**src/rtl/cache_write_through_buffer.sv**
```systemverilog
// cache_write_through_buffer: write-through store FIFO between the cache
// front-end store path and the back-end write channel.
// Stores leave in program order. The head entry is presented combinationally
// from storage, so it stays stable while the back-end holds off.
// Optional feature: define CACHE_WTB_COALESCE_EN to merge a store into the
// most recently queued entry when the word addresses match.
module cache_write_through_buffer #(
  parameter int FE_ADDR_W = 32,
  parameter int FE_DATA_W = 32,
  parameter int FE_NBYTES = FE_DATA_W / 8,
  parameter int FE_BYTE_W = $clog2(FE_NBYTES),
  parameter int DEPTH_W   = 2
) (
  input  logic                           clk,
  input  logic                           reset,
  input  logic                           push,
  input  logic [FE_ADDR_W-FE_BYTE_W-1:0] push_addr,
  input  logic [FE_DATA_W-1:0]           push_wdata,
  input  logic [FE_NBYTES-1:0]           push_wstrb,
  output logic                           full,
  output logic                           empty,
  output logic                           write_valid,
  output logic [FE_ADDR_W-FE_BYTE_W-1:0] write_addr,
  output logic [FE_DATA_W-1:0]           write_wdata,
  output logic [FE_NBYTES-1:0]           write_wstrb,
  input  logic                           write_ready
);

  localparam int DEPTH = 1 << DEPTH_W;
  localparam int AW    = FE_ADDR_W - FE_BYTE_W;

  logic [AW-1:0]        addr_q [DEPTH];
  logic [FE_DATA_W-1:0] data_q [DEPTH];
  logic [FE_NBYTES-1:0] strb_q [DEPTH];

  logic [DEPTH_W-1:0] wr_ptr;
  logic [DEPTH_W-1:0] rd_ptr;
  logic [DEPTH_W:0]   count;

  logic do_push;
  logic do_pop;
  logic do_merge;

  // Count never exceeds DEPTH, so its top bit alone marks the full state.
  assign full        = count[DEPTH_W];
  assign empty       = (count == '0);
  assign write_valid = ~empty;
  assign write_addr  = addr_q[rd_ptr];
  assign write_wdata = data_q[rd_ptr];
  assign write_wstrb = strb_q[rd_ptr];

  assign do_pop  = write_ready & ~empty;
  // full is sampled before any same-cycle pop, so a push while full waits a cycle.
  assign do_push = push & ~full & ~do_merge;

`ifdef CACHE_WTB_COALESCE_EN
  logic [DEPTH_W-1:0] last_ptr;

  // With at least two entries queued the newest one is never the head, so it
  // can be rewritten without disturbing the word the back-end is reading.
  assign last_ptr = wr_ptr - DEPTH_W'(1);
  assign do_merge = push && (count >= (DEPTH_W+1)'(2)) && (push_addr == addr_q[last_ptr]);
`else
  assign do_merge = 1'b0;
`endif

  // Entry storage: allocate at the write pointer, or merge into the newest entry.
  always_ff @(posedge clk or posedge reset) begin
    if (reset) begin
      for (int i = 0; i < DEPTH; i++) begin
        addr_q[i] <= '0;
        data_q[i] <= '0;
        strb_q[i] <= '0;
      end
    end else begin
      if (do_push) begin
        addr_q[wr_ptr] <= push_addr;
        data_q[wr_ptr] <= push_wdata;
        strb_q[wr_ptr] <= push_wstrb;
      end
`ifdef CACHE_WTB_COALESCE_EN
      if (do_merge) begin
        for (int b = 0; b < FE_NBYTES; b++) begin
          if (push_wstrb[b]) data_q[last_ptr][8*b +: 8] <= push_wdata[8*b +: 8];
        end
        strb_q[last_ptr] <= strb_q[last_ptr] | push_wstrb;
      end
`endif
    end
  end

  // Pointer and occupancy bookkeeping; pointers wrap naturally at DEPTH.
  always_ff @(posedge clk or posedge reset) begin
    if (reset) begin
      wr_ptr <= '0;
      rd_ptr <= '0;
      count  <= '0;
    end else begin
      if (do_push) wr_ptr <= wr_ptr + DEPTH_W'(1);
      if (do_pop)  rd_ptr <= rd_ptr + DEPTH_W'(1);
      case ({do_push, do_pop})
        2'b10:   count <= count + (DEPTH_W+1)'(1);
        2'b01:   count <= count - (DEPTH_W+1)'(1);
        default: count <= count;
      endcase
    end
  end

endmodule

```
**config.mk**
```make
export PLATFORM = sky130hd
export DESIGN_NAME = cache_write_through_buffer
export DESIGN_NICKNAME = d
export VERILOG_FILES = /design/src/rtl/cache_write_through_buffer.sv
export SDC_FILE = /design/constraint.sdc
export NUM_CORES = 1
export LEC_CHECK = 0
export CORE_MARGIN = 3
export CORE_UTILIZATION = 30
export CTS_BUF_LIST = sky130_fd_sc_hd__clkbuf_8
export DETAILED_ROUTE_END_ITERATION = 16
export GPL_ROUTABILITY_DRIVEN = 0
export SLEW_MARGIN = 10
export SYNTH_ARGS = -nofsm -noshare
export SYNTH_HDL_FRONTEND = slang
export SYNTH_SLANG_ARGS = --single-unit
```
**constraint.sdc**
```tcl
create_clock -name clk -period 10.1 [get_ports clk]
set_input_delay 1.515 -clock clk [delete_from_list [all_inputs] [get_ports clk]]
set_output_delay 1.515 -clock clk [all_outputs]
set_load 0.05 [all_outputs]
```
==> results.md <==
- Max cap viols: 0
- Syn Area/Cell: roughly 18 µm²
- Layout cells sized above 1: between 40% and 50%
- Top-level I/O count: 139
- Area of the core: just over 40000 µm²
- CTS Sinks: roughly 270
- Worst-Margin Slew: approximately 1.0 ns
- Via density: 4.60
- Reg2reg end: data_q[76]
- Period utilization: 50.3%
- Sequential fraction of the synthesis area: 54.5%
- Vias in the first global route: between 7k and 8k
- Endpoints failing hold: 0
- Status: complete, no violations
- Synth area leader: dfrtp_1
- Setup crit end: write_wdata[4]
- Top_reg_cell synth: dfrtp_1
- Post CTS Setup Buffer Count: 0
- Crit-path slowest cell: buf_4
- Final Max Slew Viols: 0
- Post-synth EDFFs: 0
- Hold crit path type: reg -> reg
- CP endpoint kind: output pin
- Post-DP HPWL: 15.8 mm
- Worst-path clk slew: 0.05 ns
- Share of the synthesized area in the top cell type: a little over half
- RSZ-0062 raised after global routing: false
- GRT Overall Usage: roughly an eighth
- DRC violation count after routing: 0
- Pin count of the biggest net entering global routing: 79
- Die Area: ~44000 µm²
- Clock Skews: approximately 0.04 ns
- Synth Register Bits: 271
- Crit-path max cell delay: between 0.8 and 0.9 ns
- Number of H-tree levels: 2
- P&R area growth vs syn: 22.8%
- Most frequent cell after synthesis: dfrtp_1
- First-pass GRT wire length: between 40 and 50 mm
- GR Overflow Total: 0
- Slew Limit Headroom: 32.4%
- Routed WL per cell: approximately 20 µm
- I/O Buffers: 138
- CP Max Fanout: 47
- CP Class: reg -> out
- Async set-reset flop share out of synthesis: 100%
- Post-route ant nets: 0
- Die height: approximately 210 µm
- FF/Latch Area: between 6000 and 7000 µm²
- Final net count: 909
- Hold_buf cts: 0
- FF-to-FF setup slack: 7.52 ns
- Mapped Nets: ~750
- Commonest cells post-synth: 271 x dfrtp_1, 160 x mux2_4, 104 x mux2_2, 66 x mux4_2
- Worst-Skew Late Latency: 0.62 ns
- Final setup fails: 0
- Cts bufs inserted: 51
- DR pass1 iterations: 5
- Die Wd: around 210 µm
- Worst path arrival time: approximately 3.6 ns
- R2r startpoint: count[2]
- Critical Path Source: rd_ptr[0]
- Synth area leaders: dfrtp_1 54%, mux2_4 19%, mux4_2 12%, mux2_2 9.4%, buf_6 1.9%
- Final min period: between 5 and 6 ns
- Worst r2r path cells: 4
- Area of the multi-input gates: between 5000 and 6000 µm²
- Fmax: a little under 200 MHz
- Crit-path cells: buf_4 -> mux4_2 -> clkdlybuf4s50_1
- Filler cells: 3862
- Routed WL: 27.4 mm
- Initial Util: 30.4%
- Setup TNS: 0 ns
- Root Buffer: clkbuf_8
- Resized cells post-CTS: 0
- # rows: 74
- Post-Synthesis Cell Area: about 12000 µm²
- Initial antenna violation count: 1
- CTS tree: yes
- Via count of the routed design: ~6.5k
- Synth warn: 0
- Cells after Synth: 677
- Synth unique cells: 21
- Required @ worst endpoint: 8.59 ns
- Iter 0 DRT Violations: 213
- Worst Setup Start Kind: register
- Clock Path Buffers: 3
stage by stage:
step	hold WS, ns	instances	utilization (%)	setup slack [ns]	cell area (µm²)
6_report	0.496	1405	37.4	5.02	15300
4_1_cts	0.500	1404	37.4	4.84	15300
3_3_place_gp	0.482	1312	34.8	5.59	14200
5_1_grt	0.505	1404	37.4	4.75	15300
3_5_place_dp	0.487	1312	34.8	5.54	14200
2_1_floorplan	0.474	677	-	1.12	12500
cell usage in the layout, fill, tap and decap left out:
cell / n
fa_1: 1
clkdlybuf4s50_1: 138
nor2b_2: 1
dfrtp_1: 269
or3_1: 1
o21ai_0: 1
xnor2_1: 3
inv_1: 22
mux4_2: 66
ha_1: 5
clkinv_2: 7
mux2_2: 104
clkinvlp_4: 4
nand2_4: 4
dfrtp_4: 2
mux2_4: 160
buf_4: 9
xor2_1: 3
nand2_1: 2
bufinv_16: 2
clkbuf_8: 64
mux2i_1: 1
inv_8: 1
diode_2: 1
o31a_1: 1
nor2_1: 1
routing by layer:
| layer | routed length [µm] | vias to the layer above | part of all wire, % | global-route usage [%] |
|---|---|---|---|---|
| met4 | 661 | 2 | 2.4 | 4.94 |
| met2 | 12300 | 153 | 45 | 19.1 |
| met5 | 11 | - | 0.040 | 0 |
| met3 | 2030 | 57 | 7.4 | 4.33 |
| met1 | 12400 | 3419 | 45 | 17.4 |
| li1 | - | 2826 | - | - |
kinds of logic (layout without fill, tap and decap cells):
logic type	Yosys count	in the layout	share of synthesized area [%]
adders and majority gates	6	6	0.663
muxes	331	331	40.7
and+or+nand+nor	9	9	0.573
xor gates and xnor gates	6	6	0.422
other	0	1	0
DFF	271	271	54.5
AOI/OAI and AO/OA	2	2	0.110
buffers and inverters	52	247	3.07
final cells by class:
type,count,area share (%)
flip-flops and latches,271,44.4
multi-input cells,354,34.6
repair buffers,147,9.47
clock buffers,64,5.76
well taps,532,4.35
clock inverters,28,1.19
inverters,8,0.245
diodes,1,0.0164
worst max-delay path: cells and delay by family (launching register included):
family / cells / cell delay, ns
DFF: 1 / 0.73
buffers and inverters: 2 / 1.53
muxes: 1 / 0.61
worst min path at each step:
stage | start | end | slack [ns] | cells past startpoint
final | data_q[40] | data_q[40] | 0.50 | 1
after global routing | data_q[39] | data_q[39] | 0.50 | 1
after CTS | data_q[39] | data_q[39] | 0.50 | 1
after detailed placement | data_q[39] | data_q[39] | 0.49 | 1
after global placement | data_q[25] | data_q[25] | 0.48 | 1
after floorplan | data_q[37] | data_q[37] | 0.47 | 1
registers in the layout, indices dropped and copies added (netlist names):
register  count
wr_ptr        2
strb_q       16
data_q      128
addr_q      120
count         3
rd_ptr        2
Power is not shown: default switching activity piles up to over one toggle a cycle in this logic, so the estimate is an artifact.
